==> config.mk <==
export PLATFORM = sky130hd
export DESIGN_NAME = inj_ctrl_flat
export DESIGN_NICKNAME = d
export VERILOG_FILES = /design/src/rtl/inj_ctrl_pkg.sv /design/src/rtl/inj_ctrl_if.sv /design/src/rtl/inj_ctrl_fifo.sv /design/src/rtl/inj_ctrl.sv /design/src/flat_wrapper.sv
export SDC_FILE = /design/constraint.sdc
export NUM_CORES = 1
export LEC_CHECK = 0
export ABC_AREA = 0
export CAP_MARGIN = 40
export CORE_UTILIZATION = 56
export CTS_CLUSTER_SIZE = 16
export DETAILED_ROUTE_END_ITERATION = 12
export PLACE_DENSITY_LB_ADDON = 0.15
export SLEW_MARGIN = 30
export SYNTH_ARGS = -nofsm -noshare
export SYNTH_HDL_FRONTEND = slang
export SYNTH_SLANG_ARGS = --single-unit
==> constraint.sdc <==
create_clock -name clk -period 3.5 [get_ports clk]
set_clock_uncertainty 0.15 [all_clocks]
set_input_delay 0.35 -clock clk [delete_from_list [all_inputs] [get_ports clk]]
set_output_delay 0.35 -clock clk [all_outputs]
set_load 0.005 [all_outputs]
==> src/rtl/inj_ctrl_pkg.sv <==
// Shared widths, valid-bit position, FSM encoding and defaults for the local injection controller.
package inj_ctrl_pkg;

  localparam int WIDTH_PORT       = 32;
  localparam int WIDTH_PV         = 5;
  localparam int POS_VALID        = WIDTH_PORT - 1;
  localparam int STARVE_LIMIT_DEF = 16;

  typedef enum logic [1:0] {
    INJ_IDLE    = 2'd0,
    INJ_WAIT    = 2'd1,
    INJ_STARVED = 2'd2
  } injState_t;

  function automatic int cntWidth(input int depth);
    return $clog2(depth) + 1;
  endfunction

endpackage

==> src/rtl/inj_ctrl_if.sv <==
// PE-side and router-side signals of the injection controller.
// Optional statistics outputs exist only when INJ_CTRL_STATS_EN is defined.
interface inj_ctrl_if #(
  parameter int FLIT_W = inj_ctrl_pkg::WIDTH_PORT,
  parameter int PV_W   = inj_ctrl_pkg::WIDTH_PV,
  parameter int DEPTH  = 4
) ();
  localparam int CNT_W = inj_ctrl_pkg::cntWidth(DEPTH);

  logic [FLIT_W-1:0] pe_flit;
  logic [PV_W-1:0]   pe_pv;
  logic              pe_valid;
  logic              pe_ready;
  logic              slot_free;
  logic [FLIT_W-1:0] dout_local;
  logic [PV_W-1:0]   pv_local;
  logic              starve_req;
  logic [CNT_W-1:0]  fifo_cnt;
`ifdef INJ_CTRL_STATS_EN
  logic [15:0]       stat_inj;
  logic [15:0]       stat_stall;
`endif

  modport master (
    output pe_flit, pe_pv, pe_valid, slot_free,
    input  pe_ready, dout_local, pv_local, starve_req, fifo_cnt
`ifdef INJ_CTRL_STATS_EN
    , input stat_inj, stat_stall
`endif
  );

  modport slave (
    input  pe_flit, pe_pv, pe_valid, slot_free,
    output pe_ready, dout_local, pv_local, starve_req, fifo_cnt
`ifdef INJ_CTRL_STATS_EN
    , output stat_inj, stat_stall
`endif
  );

endinterface

==> src/rtl/inj_ctrl_fifo.sv <==
// Synchronous FIFO holding {flit, PV} entries; push is refused when full even if a pop
// happens in the same cycle. Storage is not reset, only the pointers and count.
module inj_fifo #(
  parameter int W     = 37,
  parameter int DEPTH = 4
) (
  input  logic                     clk,
  input  logic                     rst_n,
  input  logic                     push,
  input  logic                     pop,
  input  logic [W-1:0]             din,
  output logic [W-1:0]             dout,
  output logic                     full,
  output logic                     empty,
  output logic [$clog2(DEPTH):0]   count
);
  localparam int AW = $clog2(DEPTH);
  localparam int CW = AW + 1;

  logic [W-1:0]  mem [DEPTH];
  logic [AW-1:0] wrPtr, rdPtr;
  logic [CW-1:0] cnt;
  logic          doPush, doPop;

  assign full   = (cnt == CW'(DEPTH));
  assign empty  = (cnt == '0);
  assign doPush = push & ~full;
  assign doPop  = pop & ~empty;
  assign dout   = mem[rdPtr];
  assign count  = cnt;

  always_ff @(posedge clk) begin
    if (doPush) mem[wrPtr] <= din;
  end

  // Pointers wrap naturally because DEPTH is a power of two.
  always_ff @(posedge clk or negedge rst_n) begin
    if (!rst_n) begin
      wrPtr <= '0;
      rdPtr <= '0;
      cnt   <= '0;
    end else begin
      if (doPush) wrPtr <= wrPtr + AW'(1);
      if (doPop)  rdPtr <= rdPtr + AW'(1);
      case ({doPush, doPop})
        2'b10:   cnt <= cnt + CW'(1);
        2'b01:   cnt <= cnt - CW'(1);
        default: cnt <= cnt;
      endcase
    end
  end

endmodule

==> src/rtl/inj_ctrl.sv <==
// Local injection controller: buffers PE flits, injects one per free router slot, flags starvation.
// Define INJ_CTRL_STATS_EN to add the stat_inj / stat_stall saturating counters.
module inj_ctrl
  import inj_ctrl_pkg::*;
#(
  parameter int FLIT_W       = WIDTH_PORT,
  parameter int PV_W         = WIDTH_PV,
  parameter int DEPTH        = 4,
  parameter int STARVE_LIMIT = STARVE_LIMIT_DEF
) (
  input logic       clk,
  input logic       reset,
  inj_ctrl_if.slave bus
);
  localparam int CNT_W   = cntWidth(DEPTH);
  localparam int ENTRY_W = FLIT_W + PV_W;

  function automatic logic [7:0] satInc8(input logic [7:0] v);
    return (v == 8'hFF) ? v : v + 8'd1;
  endfunction

  function automatic logic [15:0] satInc16(input logic [15:0] v);
    return (v == 16'hFFFF) ? v : v + 16'd1;
  endfunction

  logic [ENTRY_W-1:0] headEntry;
  logic               fifoFull, fifoEmpty;
  logic [CNT_W-1:0]   fifoCount, cntNext;
  logic               pushEn, popEn, starveHit;
  logic [FLIT_W-1:0]  injFlit;
  logic [FLIT_W-1:0]  doutLocal;
  logic [PV_W-1:0]    pvLocal;
  logic               starveReq;
  injState_t          state, stateNext;
  logic [7:0]         starveCnt, starveCntNext;

  assign pushEn    = bus.pe_valid & ~fifoFull;
  assign popEn     = ~fifoEmpty & bus.slot_free;
  assign cntNext   = fifoCount + CNT_W'(pushEn) - CNT_W'(popEn);
  assign starveHit = ({1'b0, starveCnt} + 9'd1) >= 9'(STARVE_LIMIT - 1);

  inj_fifo #(.W(ENTRY_W), .DEPTH(DEPTH)) uFifo (
    .clk   (clk),
    .rst_n (reset),
    .push  (pushEn),
    .pop   (popEn),
    .din   ({bus.pe_flit, bus.pe_pv}),
    .dout  (headEntry),
    .full  (fifoFull),
    .empty (fifoEmpty),
    .count (fifoCount)
  );

  always_comb begin
    injFlit            = headEntry[ENTRY_W-1 -: FLIT_W];
    injFlit[POS_VALID] = 1'b1;
  end

  always_comb begin
    stateNext     = state;
    starveCntNext = starveCnt;
    case (state)
      INJ_IDLE: begin
        if (cntNext != '0) stateNext = INJ_WAIT;
      end
      INJ_WAIT: begin
        if (popEn) begin
          starveCntNext = '0;
          if (cntNext == '0) stateNext = INJ_IDLE;
        end else begin
          starveCntNext = satInc8(starveCnt);
          if (starveHit) stateNext = INJ_STARVED;
        end
      end
      INJ_STARVED: begin
        if (popEn) begin
          starveCntNext = '0;
          stateNext     = (cntNext == '0) ? INJ_IDLE : INJ_WAIT;
        end
      end
      default: begin
        stateNext     = INJ_IDLE;
        starveCntNext = '0;
      end
    endcase
  end

  always_ff @(posedge clk or negedge reset) begin
    if (!reset) begin
      state     <= INJ_IDLE;
      starveCnt <= '0;
    end else begin
      state     <= stateNext;
      starveCnt <= starveCntNext;
    end
  end

  // Output registers: a flit is presented for exactly one cycle, zeros otherwise.
  always_ff @(posedge clk or negedge reset) begin
    if (!reset) begin
      doutLocal <= '0;
      pvLocal   <= '0;
      starveReq <= 1'b0;
    end else begin
      doutLocal <= popEn ? injFlit : '0;
      pvLocal   <= popEn ? headEntry[PV_W-1:0] : '0;
      starveReq <= (state == INJ_STARVED) && !popEn;
    end
  end

  assign bus.pe_ready   = ~fifoFull;
  assign bus.dout_local = doutLocal;
  assign bus.pv_local   = pvLocal;
  assign bus.starve_req = starveReq;
  assign bus.fifo_cnt   = fifoCount;

`ifdef INJ_CTRL_STATS_EN
  logic [15:0] statInj, statStall;

  always_ff @(posedge clk or negedge reset) begin
    if (!reset) begin
      statInj   <= '0;
      statStall <= '0;
    end else begin
      if (popEn) statInj <= satInc16(statInj);
      if ((state != INJ_IDLE) && !bus.slot_free) statStall <= satInc16(statStall);
    end
  end

  assign bus.stat_inj   = statInj;
  assign bus.stat_stall = statStall;
`else
  // Core-only build: no statistics counters.
`endif

endmodule

==> src/flat_wrapper.sv <==
// flat-port wrapper written by rule: the top's interface ports become plain ports
module inj_ctrl_flat import inj_ctrl_pkg::*;
#(
  parameter int FLIT_W       = WIDTH_PORT,
  parameter int PV_W         = WIDTH_PV,
  parameter int DEPTH        = 4,
  parameter int STARVE_LIMIT = STARVE_LIMIT_DEF
)
  (clk, reset, bus_pe_flit, bus_pe_pv, bus_pe_valid, bus_slot_free, bus_pe_ready, bus_dout_local, bus_pv_local, bus_starve_req, bus_fifo_cnt);
  inj_ctrl_if #(.FLIT_W(FLIT_W), .PV_W(PV_W), .DEPTH(DEPTH)) bus_i ();
  input logic clk;
  input logic reset;
  input wire logic [$bits(bus_i.pe_flit)-1:0] bus_pe_flit;
  input wire logic [$bits(bus_i.pe_pv)-1:0] bus_pe_pv;
  input wire logic [$bits(bus_i.pe_valid)-1:0] bus_pe_valid;
  input wire logic [$bits(bus_i.slot_free)-1:0] bus_slot_free;
  output wire logic [$bits(bus_i.pe_ready)-1:0] bus_pe_ready;
  output wire logic [$bits(bus_i.dout_local)-1:0] bus_dout_local;
  output wire logic [$bits(bus_i.pv_local)-1:0] bus_pv_local;
  output wire logic [$bits(bus_i.starve_req)-1:0] bus_starve_req;
  output wire logic [$bits(bus_i.fifo_cnt)-1:0] bus_fifo_cnt;
  assign bus_i.pe_flit = bus_pe_flit;
  assign bus_i.pe_pv = bus_pe_pv;
  assign bus_i.pe_valid = bus_pe_valid;
  assign bus_i.slot_free = bus_slot_free;
  assign bus_pe_ready = bus_i.pe_ready;
  assign bus_dout_local = bus_i.dout_local;
  assign bus_pv_local = bus_i.pv_local;
  assign bus_starve_req = bus_i.starve_req;
  assign bus_fifo_cnt = bus_i.fifo_cnt;
  inj_ctrl #(.FLIT_W(FLIT_W), .PV_W(PV_W), .DEPTH(DEPTH), .STARVE_LIMIT(STARVE_LIMIT)) u_core (.clk(clk), .reset(reset), .bus(bus_i));
endmodule
==> reports/metrics.yaml <==
power:
  finalPower_uw: 7280
  ir_worst_vdd_uv: 650.5
  p_per_area_nw_per_um2: 792.3
  p_leak_uw: 0.003328
outcome:
  status: "completed"
synth:
  netlist_instances: 387
  seq_area_frac_synth_pct: 75.54
  async_flop_share_pct: 27.64
  syn_nets: 438
  synth.distinct_cells: 42
  synth_area_sq_um: 7546
  ys.warnings.count: 0
  synth-seq-cells: 199
  netlist.top_cell.by_area: "edfxtp_1"
  netlist.area_leader.share_pct: 57.30
  syn-mean-instance-area_sq_um: 19.50
  synth_edf_count: 144
  synth.area.top_cells: "edfxtp_1, dfrtp_1, mux4_2, and2_1, ha_1"
  ys_dominant_reg_cell: "edfxtp_1"
cells_and_area:
  final_area_sq_um: 9189
  final_cell_mix: "edfxtp_1, clkdlybuf4s50_1, dfrtp_1, and2_1, mux4_2"
  num-nets-final: 535
  layout-drive-gt1-share_pct: 17.71
  antenna_cells: 0
  areaGrowthSynthToFinish_pct: 21.77
  finalNonFillerCells: 673
  mostFrequentLayoutCell: "edfxtp_1"
timing:
  timing.final.crit_share_pct: 82.88
  rsz0062_at_grt: "false"
  setup_violations: 0
  tns_ns: 0
  max_freq_mhz: 344.7
  slew_viol_final: 0
  period_minus_slack_ns: 2.901
  final.setup.worst_slack_ns: 0.5992
  worst_pin_slew_ns: 0.7121
  relSlewSlack_pct: 52.53
  hold_viol_final: 0
cts:
  clockBufferDepth: 2
  htree_levels: 4
  numCtsBuffers: 17
  cts_tree: "yes"
  clk_pin_slew_worst_paths_ns: 0.07
  cts_setup_buffers: 0
  clock_sinks: 199
  insertion_delay_ns: 0.42
  ctsRootBufferMaster: "clkbuf_16"
worst_setup_path:
  critPathMaxFanout: 6
  regToRegSetupSlack_ns: 0.60
  cp-end-kind: "flip-flop"
  critPathLaunchType: "flip-flop"
  crit_required_ns: 3.66
  criticalPathCategory: "reg -> reg"
  reg2reg_from: "u_core.uFifo.count[0]$_DFFE_PN0P_"
  cp.arrival_ns: 3.06
  r2r-end: "u_core.state[0]$_DFFE_PN0P_"
  reg2reg_depth: 12
grt:
  antenna_found_initial: 0
  grt_pass1_vias: 3913
  grt_overflow: 0
  grt_max_degree: 44
  grtUsageTotal_pct: 20.84
  grt_pass1_wl_microns: 21090
detailed_routing:
  routed_via_density: 5.478
  first_pass_iters: 4
  route.detailed.drc: 0
  routedWlPerCell_microns: 19.40
  wirelength_microns: 13060
  ant_nets: 0
  drt-initial-drc-count: 234
  via_count: 3687
floorplanning:
  std_cell_rows: 42
  num_io_pins: 83
  fp.dieW_microns: 118.1
  die_area_sq_um: 13940
  die_h_microns: 118.1
  start_util_pct: 57.21
  core_area_sq_um: 13190
placed_design:
  gp_congestion: 0.7946
  dpl.cell_count: 640
  io_buffer_count: 81
  dp_hpwl_microns: 8217
  place_ws_ns: 0.5150
  place_area_sq_um: 8621
min_path:
  hold_path.class: "in -> async"
job:
  maxCapViolations: 0
==> stage by stage <==
step,hold slack [ns],utilization [%]
after global placement,0.2039,65.15
after detailed placement,0.2146,65.36
final,0.2821,69.66
after global routing,0.3062,69.66
after CTS,0.2897,69.66
after floorplan,-0.09559,-
==> worst max-delay path by stage <==
stage	from	to	slack (ns)	cells past startpoint
3_5_place_dp	bus_pe_valid	u_core.state[0]$_DFFE_PN0P_	0.51	11
3_3_place_gp	bus_pe_valid	u_core.state[0]$_DFFE_PN0P_	0.58	11
2_1_floorplan	u_core.uFifo.count[1]$_DFFE_PN0P_	u_core.state[0]$_DFFE_PN0P_	0.71	11
6_report	u_core.uFifo.count[0]$_DFFE_PN0P_	u_core.state[0]$_DFFE_PN0P_	0.60	12
5_1_grt	u_core.uFifo.count[0]$_DFFE_PN0P_	u_core.state[0]$_DFFE_PN0P_	0.38	12
4_1_cts	u_core.uFifo.count[0]$_DFFE_PN0P_	u_core.state[0]$_DFFE_PN0P_	0.58	12
==> cells in the mapped netlist, types with 3 or more instances <==
cell and count:
edfxtp_1 144, dfrtp_1 55, and2_1 37, mux4_2 36, inv_1 11, nand3_1 10
xnor2_1 9, buf_2 8, ha_1 8, and3_1 7, nand2_1 6, a21oi_1 5
a31oi_1 5, clkbuf_1 5, nor2_1 4, o21ai_0 4, buf_4 3
==> routing by layer <==
metal / global-route usage [%] / vias up / share of wire [%]
li1: - / 1682 / -
met1: 26.00 / 1903 / 42
met2: 35.07 / 91 / 53
met3: 6.298 / 11 / 4.7
met4: 6.731 / 0 / 1.1
met5: 0 / - / 0
==> kinds of logic (layout without fill, tap and decap cells) <==
kind of cell	Yosys count	in the layout	synth area share (%)
compound gates	26	26	2.487
flops	199	199	75.54
simple gates	74	74	5.953
fa+ha+maj	11	11	1.990
mux	39	39	11.16
xor+xnor	10	10	1.161
buf+inv	28	138	1.708
==> registers in the layout (all words and copies together) (netlist names) <==
name	cells
u_core.uFifo.mem	144
u_core.bus.dout_local	32
u_core.uFifo.count	3
u_core.bus.pv_local	5
u_core.bus.starve_req	1
u_core.uFifo.wrPtr	2
u_core.state	2
u_core.uFifo.rdPtr	2
u_core.starveCnt	8
==> worst max-delay path: stages, from the launching register on <==
cell and delay (ns):
dfrtp_1 0.47, inv_1 0.12, nand3_1 0.19, and2_1 0.23, inv_1 0.06, ha_1 0.31
inv_1 0.09, ha_1 0.20, fa_1 0.37, xnor2_1 0.17, xnor2_1 0.14, a21oi_1 0.08
a31o_2 0.21
==> timing repair <==
action / in CTS / in global routing
resized for setup: 0 / 0
hold endpoints to repair: 17 / 0
hold buffers: 1 / 0
setup endpoints to repair: 0 / 0
==> cell type report <==
cell class,count,area [sq um]
timing repair buffer,94,938.4
multi-input combinational,160,1722
tap,176,220.2
clock buffer,21,450.4
clock inverter,11,107.6
fill,874,4001
sequential,199,5703
inverter,12,47.55
==> report_power, final <==
part	internal [uW]	switching (uW)	total [uW]
logic	1150	817	1970
clock network	1060	786	1850
registers	3140	325	3470
No activity file was read; power rests on OpenSTA's default activity.
